==> config.mk <==
export PLATFORM = sky130hd
export DESIGN_NAME = dbg_scan_ctrl
export DESIGN_NICKNAME = d
export VERILOG_FILES = /design/src/rtl/dbg_scan_ctrl.sv
export SDC_FILE = /design/constraint.sdc
export NUM_CORES = 1
export LEC_CHECK = 0
export BUFFER_PORTS_ARGS = -buffer_cell sky130_fd_sc_hd__buf_2
export CAP_MARGIN = 20
export CORE_MARGIN = 2
export CORE_UTILIZATION = 54
export CTS_BUF_LIST = sky130_fd_sc_hd__clkbuf_4 sky130_fd_sc_hd__clkbuf_8 sky130_fd_sc_hd__clkbuf_16
export DETAILED_ROUTE_END_ITERATION = 10
export PLACE_DENSITY_LB_ADDON = 0.05
export SLEW_MARGIN = 20
export SYNTH_ARGS = -nofsm -noshare
export SYNTH_HDL_FRONTEND = slang
export SYNTH_SLANG_ARGS = --single-unit
==> constraint.sdc <==
create_clock -name clk -period 3.15 [get_ports clk]
set_input_delay 0.63 -clock clk [delete_from_list [all_inputs] [get_ports clk]]
set_output_delay 0.63 -clock clk [all_outputs]
set_load 0.03 [all_outputs]
==> src/rtl/dbg_scan_ctrl.sv <==
// Debug scan controller: it reads one address per divider tick from the selected channel and latches the result for display.
// Optional end-of-scan marker slot: define DBG_SCAN_WRAP_MARK_EN.
module dbg_scan_ctrl #(
    parameter int unsigned NCH      = 4,
    parameter int unsigned AW       = 6,
    parameter int unsigned DW       = 32,
    parameter int unsigned DIV_FAST = 25,
    parameter int unsigned DIV_SLOW = 27,
    parameter int unsigned TMO      = 15
) (
    input  logic                  clk,
    input  logic                  rstn,
    input  logic [NCH-1:0]        ch_en_i,
    input  logic                  slow_i,
    input  logic                  cpu_run_i,
    input  logic [NCH*AW-1:0]     lim_i,
    output logic                  rd_req_o,
    output logic [$clog2(NCH)-1:0] rd_ch_o,
    output logic [AW-1:0]         rd_addr_o,
    input  logic                  rd_ack_i,
    input  logic [DW-1:0]         rd_data_i,
    output logic [DW-1:0]         disp_data_o,
    output logic [$clog2(NCH)-1:0] disp_ch_o,
    output logic [AW-1:0]         disp_addr_o,
    output logic                  disp_valid_o,
    output logic                  cpu_ce_o
);

    localparam int unsigned CW = $clog2(NCH);
    localparam logic [7:0]  TMO_LAST = 8'(TMO - 1);

    typedef enum logic [1:0] {ST_IDLE, ST_REQ, ST_DONE} state_e;

    logic [DIV_SLOW:0] div_q;
    logic              bit_q;
    logic              slow_q;
    logic              cpu_ce_q;
    logic              sel_bit;
    logic              tick;

    state_e            state_q;
    logic [CW-1:0]     ch_q;
    logic [AW-1:0]     rd_addr_q;
    logic              rd_req_q;
    logic [7:0]        tmo_q;
    logic [AW-1:0]     addr_q [NCH];
    logic [DW-1:0]     disp_data_q;
    logic [CW-1:0]     disp_ch_q;
    logic [AW-1:0]     disp_addr_q;
    logic              disp_valid_q;
`ifdef DBG_SCAN_WRAP_MARK_EN
    logic [NCH-1:0]    mark_q;
    logic [AW-1:0]     lim_sel;
`endif

    logic [CW-1:0]     sel_idx;
    logic [3:0]        ones;
    logic              ch_ok;
    logic [AW-1:0]     lim_cur;
    logic [AW-1:0]     adv_d;
    logic              wrap_d;

    // Tick is masked in the cycle slow_i changes, so bit_q has already followed the new bit next cycle.
    assign sel_bit = slow_i ? div_q[DIV_SLOW] : div_q[DIV_FAST];
    assign tick    = sel_bit & ~bit_q & (slow_i == slow_q);

    always_ff @(posedge clk or negedge rstn) begin
        if (!rstn) begin
            div_q    <= '0;
            bit_q    <= 1'b0;
            slow_q   <= 1'b0;
            cpu_ce_q <= 1'b0;
        end else begin
            div_q    <= div_q + 1'b1;
            bit_q    <= sel_bit;
            slow_q   <= slow_i;
            cpu_ce_q <= tick & cpu_run_i;
        end
    end

    always_comb begin
        ones    = '0;
        sel_idx = '0;
        for (int unsigned i = 0; i < NCH; i++) begin
            if (ch_en_i[i]) begin
                ones    = ones + 1'b1;
                sel_idx = CW'(i);
            end
        end
        ch_ok = (ones == 4'd1);
    end

    // Any address at or above its limit wraps, which also recovers registers left above a lowered limit.
    always_comb begin
        lim_cur = lim_i[int'(ch_q)*AW +: AW];
        wrap_d  = (addr_q[ch_q] >= lim_cur);
        adv_d   = wrap_d ? '0 : addr_q[ch_q] + 1'b1;
    end

`ifdef DBG_SCAN_WRAP_MARK_EN
    assign lim_sel = lim_i[int'(sel_idx)*AW +: AW];
`endif

    always_ff @(posedge clk or negedge rstn) begin
        if (!rstn) begin
            state_q      <= ST_IDLE;
            ch_q         <= '0;
            rd_addr_q    <= '0;
            rd_req_q     <= 1'b0;
            tmo_q        <= '0;
            disp_data_q  <= '0;
            disp_ch_q    <= '0;
            disp_addr_q  <= '0;
            disp_valid_q <= 1'b0;
            for (int unsigned i = 0; i < NCH; i++) addr_q[i] <= '0;
`ifdef DBG_SCAN_WRAP_MARK_EN
            mark_q       <= '0;
`endif
        end else begin
            case (state_q)
                ST_IDLE: begin
                    if (tick && ch_ok) begin
`ifdef DBG_SCAN_WRAP_MARK_EN
                        if (mark_q[sel_idx]) begin
                            mark_q[sel_idx] <= 1'b0;
                            disp_data_q     <= '1;
                            disp_valid_q    <= 1'b0;
                            disp_ch_q       <= sel_idx;
                            disp_addr_q     <= lim_sel + 1'b1;
                        end else
`endif
                        begin
                            state_q   <= ST_REQ;
                            ch_q      <= sel_idx;
                            rd_addr_q <= addr_q[sel_idx];
                            rd_req_q  <= 1'b1;
                            tmo_q     <= '0;
                        end
                    end
                end
                ST_REQ: begin
                    if (rd_ack_i) begin
                        disp_data_q  <= rd_data_i;
                        disp_valid_q <= 1'b1;
                        disp_ch_q    <= ch_q;
                        disp_addr_q  <= rd_addr_q;
                        rd_req_q     <= 1'b0;
                        state_q      <= ST_DONE;
                    end else if (tmo_q == TMO_LAST) begin
                        disp_data_q  <= '1;
                        disp_valid_q <= 1'b0;
                        rd_req_q     <= 1'b0;
                        state_q      <= ST_DONE;
                    end else begin
                        tmo_q <= tmo_q + 1'b1;
                    end
                end
                ST_DONE: begin
                    addr_q[ch_q] <= adv_d;
`ifdef DBG_SCAN_WRAP_MARK_EN
                    if (wrap_d) mark_q[ch_q] <= 1'b1;
`endif
                    state_q <= ST_IDLE;
                end
                default: state_q <= ST_IDLE;
            endcase
        end
    end

    assign rd_req_o     = rd_req_q;
    assign rd_ch_o      = ch_q;
    assign rd_addr_o    = rd_addr_q;
    assign disp_data_o  = disp_data_q;
    assign disp_ch_o    = disp_ch_q;
    assign disp_addr_o  = disp_addr_q;
    assign disp_valid_o = disp_valid_q;
    assign cpu_ce_o     = cpu_ce_q;

endmodule
Yosys cells after proc, flatten, opt, wreduce, memory -nomap -nowiden
Index checks and enable logic that the tools add are counted.

Bits in registers: 115. Input bits: 65. Output and inout port bits: 51. Word-level logic and storage cells: 88.

Add/sub/neg operators: 6. $mul: 1. Order comparisons: 4. Equal/unequal tests: 9. Shifts and indexed selects: 1. Muxes and demuxes: 33. Bitwise gates (word level): 6. Reduce and logical (&&, ||, !) cells: 11.

Operators with widths (number): $mux W32 (2); $mux W6 (6); $add A28 B1 Y28 const B (1); $bmux W6 S2 (2); $bwmux W24 (1); $mux W8 (3); $shiftx A24 B6 Y6 (1); $pmux W8 S2 (1); $add A4 B1 Y4 const B (3); $demux W6 S2 (1); $mux W4 (3); $mux W2 (5); $add A8 B1 Y8 const B (1); $eq A8 B4 Y1 const B (1); $reduce_and A2 Y1 (4); $mux W1 (7); $add A6 B1 Y6 const B (1); $ge A3 B3 Y1 const B (2); $ge A6 B6 Y1 (1); $ne A2 B2 Y1 const B (3); $not A2 Y3 (2); $eq A4 B1 Y1 const B (1); $mul A2 B2 Y4 const B (1); $pmux W2 S2 (1); 13 further kinds (17).

Depth between registers and ports, before layout
Depth after elaboration: 11. Depth in mapped cells: 11. Depth with buffers taken out: 9.

Least setup slack after synthesis
Ideal clock, no wire load.

Path kind: input -> register. From: input ch_en_i[1]. To: register rd_addr_q[2], in the netlist rd_addr_o[2]. Setup time: 125 ps. Data arrival time: 2790 ps. Required time: 3025 ps. Slack: 236 ps. Cell stages on the path: 9. Buffers on the path: 2. Path through: clkbuf_1 inv_1 ha_1 xor2_1 ha_1 nor3b_1 o2111a_1 buf_4 mux2_2.

Longest elaborated chain between the ends: 8. Elaborated cells on any way between the ends: 15. Classes of those cells: add/sub: 2; eq/ne: 1; mux: 9; bitwise: 1; reduce/logical: 2.

Ends and longest elaborated chain: from (decl) (line 13) `input logic [NCH-1:0] ch_en_i,`; $mux W4 (line 85) `if (ch_en_i[i]) begin`; $add A4 B1 Y4 (line 86) `ones = ones + 1'b1;`; $mux W4 (line 85); $add A4 B1 Y4 (line 86); $mux W4 (line 85); $eq A4 B1 Y1 (line 90) `ch_ok = (ones == 4'd1);`; $logic_and A1 B1 Y1 (line 122) `if (tick && ch_ok) begin`; $reduce_and A2 Y1 (no line); to (signal assigned) (line 135) `rd_addr_q <= addr_q[sel_idx];`; to (decl) (line 43) `logic [AW-1:0] rd_addr_q;`.

Several ways; a longest one is shown, not always the timed one. The select of a mux whose other input is x is not followed. A chain may end at the register's enable or synchronous reset.

Final worst setup path
From: register ch_q[0], in the netlist rd_ch_o[0]. To: register addr_q[6] (netlist name).

Longest elaborated chain between the ends: 7. Elaborated cells on any way between the ends: 15. Classes of those cells: add/sub: 1; mul: 1; order compare: 3; shift: 1; mux: 7; bitwise: 1; reduce/logical: 1.

Ends and longest elaborated chain: from (decl) (line 42) `logic [CW-1:0] ch_q;`; from (signal assigned) (line 134) `ch_q <= sel_idx;`; parallel branches: the longest is 6 deep, another holds $ge A6 B6 Y1; $bwmux W24 * (line 159) `addr_q[ch_q] <= adv_d;`; to (signal, indexed assignment) (line 159); to (decl) (line 46) `logic [AW-1:0] addr_q [NCH];`.

Mark *: on every way between the ends. The select of a mux whose other input is x is not followed.

==> results.md <==
- ANT nets after route: 0
- Number of global-route vias before repair: 3731
- CP arrival: 3330 ps
- Post-DP HPWL: 8040 um
- Commonest non-fill, non-tap cell in the layout: dfrtp_1
- VDD IR max: 0.406 mV
- Power per cell area: 576 nW/um2
- PnR worst setup slack: 224 ps
- Metal3 WL: 726 um
- Iteration-0 DRC Markers: 155
- Metal1 wirelength: 5130 um
- Critical Path RT: 3550 ps
- Final nets: 660
- Reg-to-reg setup timing slack: 220 ps
- Starting density of the core: 54.6%
- Distinct cells, synth: 44
- Metal2 WL: 5340 um
- First-pass GRT wire length: 18100 um
- Max Fclk: 0.342 GHz
- Seq cells post-synth: 115
- Fin Setup TNS: 0 ps
- Worst reg2reg path depth: 8
- TritonCTS clock tree: built
- # rows: 36
- Io pins: 116
- YS warnings: 0
- Tcrit/Tclk final: 92.9%
- Largest cells by area after synthesis: dfrtp_1 (55%), o22a_1 (5.3%), mux4_2 (5.1%), mux2_2 (3.4%), nand2_1 (3.4%)
- Post-synth net total: 534
- Max Transition Viols Final: 0
- Cell taking the most area after synthesis: dfrtp_1
- Part of the Yosys area used for sequential elements: 54.7%
- CTS resizes: 0
- Die area: 10600 um2
- Core Footprint: 9640 um2
- CTS Sinks: 115
- Clk buf depth: 2
- Setup Slack @ Placement: 304 ps
- Crit path launch: rd_ch_o[0]$_DFFE_PN0P_
- I/O Buffers: 115
- Slew HR: 52.9%
- Startpoint type of the worst setup path: register
- CTS buffer count: 17
- Worst r2r src: rd_ch_o[0]$_DFFE_PN0P_
- Pin count of the biggest net entering global routing: 45
- Min-Delay Path Class: in2async
- Final setup violation count: 0
- Clk_lat worst skew: 510 ps
- Commonest cells after routing, fill and taps aside: dfrtp_1 (115), buf_2 (114), nand2_1 (48)
- Max Used Layer: met4
- # Post-CTS Setup Buffers: 0
- Vias: 3830
- GRT Overall Usage: 22.4%
- # DRC: 0
- Drt via density: 5.26
- Critical path class: reg2reg
- Reg clk slew, reported paths: 60 ps
- Die Wd: 103 um
- Leak: 0.00322 uW
- Least-Margin Pin Slew: 707 ps
- Post-Synthesis Cells: 456
- Max-cap violations: 0
- CTS Hold Bufs: 0
- Post-synthesis area per instance: 11.5 um2
- Die Ht: 103 um
- Ant diodes: 0
- Routed WL: 11300 um
- Post-route minimum period: 2930 ps
- H-tree depth: 4
- Mapped cell area: 5270 um2
- Critical Path End: addr_q[6]$_DFFE_PN0P_
- Crit path capture type: register
- EDFF count, synth: 0
- Routability congestion estimate: 0.803
- Worst R2R End: addr_q[6]$_DFFE_PN0P_
- CP max FO: 17
- Layout cell share with drive strength beyond 1: 33.1%
- Synth-to-layout area growth: 25.0%
- FFs w/ async S/R, synth: 100%
- Root Buffer: clkbuf_8
- Antenna violations before repair: 0
- Top cell type's share of synthesized area: 54.7%
- Clock skew: 7.90 ps
- Status: finished clean
- RSZ-0062 raised after global routing: no
- Prevailing post-synth register cell: dfrtp_1
- Final Hold Fails: 0
- GRT overflow: 0
- First-pass DRT Iterations: 4
- Avg WL per Cell: 15.5 um
==> cells in the mapped netlist, types with 2 or more instances <==
cell type and number:
nor3_1 3, dfrtp_1 115, nand4_1 5, mux4_2 12, nor2_1 28, ha_1 13, xor2_1 19, and2_1 6
xnor2_1 19, mux2_2 16, a21o_1 2, or2_2 3, o22a_1 32, nand2b_1 5, mux2i_1 6, nand2_1 48
nand3_1 18, a21oi_1 12, and3_1 4, nand3b_1 3, buf_2 5, o21ai_0 34, nor2_2 2, inv_1 16
clkbuf_1 11
==> flip-flops by register name (all words and copies together), names as in the netlist <==
name / cells
addr_q: 24
bit_q: 1
cpu_ce_o: 1
disp_addr_o: 6
disp_ch_o: 2
disp_data_o: 32
disp_valid_o: 1
div_q: 28
rd_addr_o: 6
rd_ch_o: 2
rd_req_o: 1
slow_q: 1
state_q: 2
tmo_q: 8
==> report_power, final <==
part / internal, uW / total [uW] / leakage (uW) / switching (uW)
combinational: 155 / 401 / 0.00155 / 247
sequential: 1530 / 1560 / 0.00139 / 30.7
clock: 1130 / 1820 / 0.000271 / 694
==> cell type report <==
type                       count  area (um2)
fill                         741        3060
sequential                   115        2880
multi-input combinational    307        2250
timing repair buffer         125         653
clock buffer                  17         414
tap                          133         166
clock inverter                15         158
inverter                      16        60.1
==> how the worst min path moves through the flow <==
stage,endpoint,depth (start not counted),start,slack (ps)
final,addr_q[3]$_DFFE_PN0P_,1,rstn,130
after global routing,disp_data_o[2]$_DFFE_PN0P_,1,rstn,150
after CTS,disp_data_o[2]$_DFFE_PN0P_,1,rstn,120
after detailed placement,div_q[18]$_DFF_PN0_,1,div_q[18]$_DFF_PN0_,450
after global placement,div_q[18]$_DFF_PN0_,1,div_q[18]$_DFF_PN0_,450
after floorplan,addr_q[0]$_DFFE_PN0P_,0,rstn,330
==> layer usage <==
metal	GRT usage [%]	vias up
met5	0	-
met4	8.30	0
met3	5.42	14
met2	35.6	119
met1	30.4	1837
li1	-	1860
==> stage by stage <==
step	power (uW)	hold slack, ps	utilization, %	instance area, um2	instances
2_1_floorplan	1830	334	-	5270	456
3_3_place_gp	1980	452	62.3	6010	696
3_5_place_dp	1990	454	62.3	6010	696
4_1_cts	3830	121	68.3	6580	728
5_1_grt	3940	153	68.3	6580	728
6_report	3790	128	68.3	6580	728
==> cell families after synthesis <==
| logic type | synth area share [%] |
|---|---|
| AOI/OAI and AO/OA | 10.8 |
| muxes | 9.70 |
| adders and majority gates | 3.09 |
| xor gates and xnor gates | 6.32 |
| and+or+nand+nor | 12.8 |
| buffers and inverters | 2.61 |
| DFF | 54.7 |
==> critical path: stages, from the launching register on <==
cell	delay (ps)
dfrtp_1	800
buf_4	260
mux4_2	490
inv_1	70
ha_1	220
a31oi_1	160
o21ai_0	200
or2_2	390
o21ai_0	240
No activity file was read; power rests on OpenSTA's default activity.
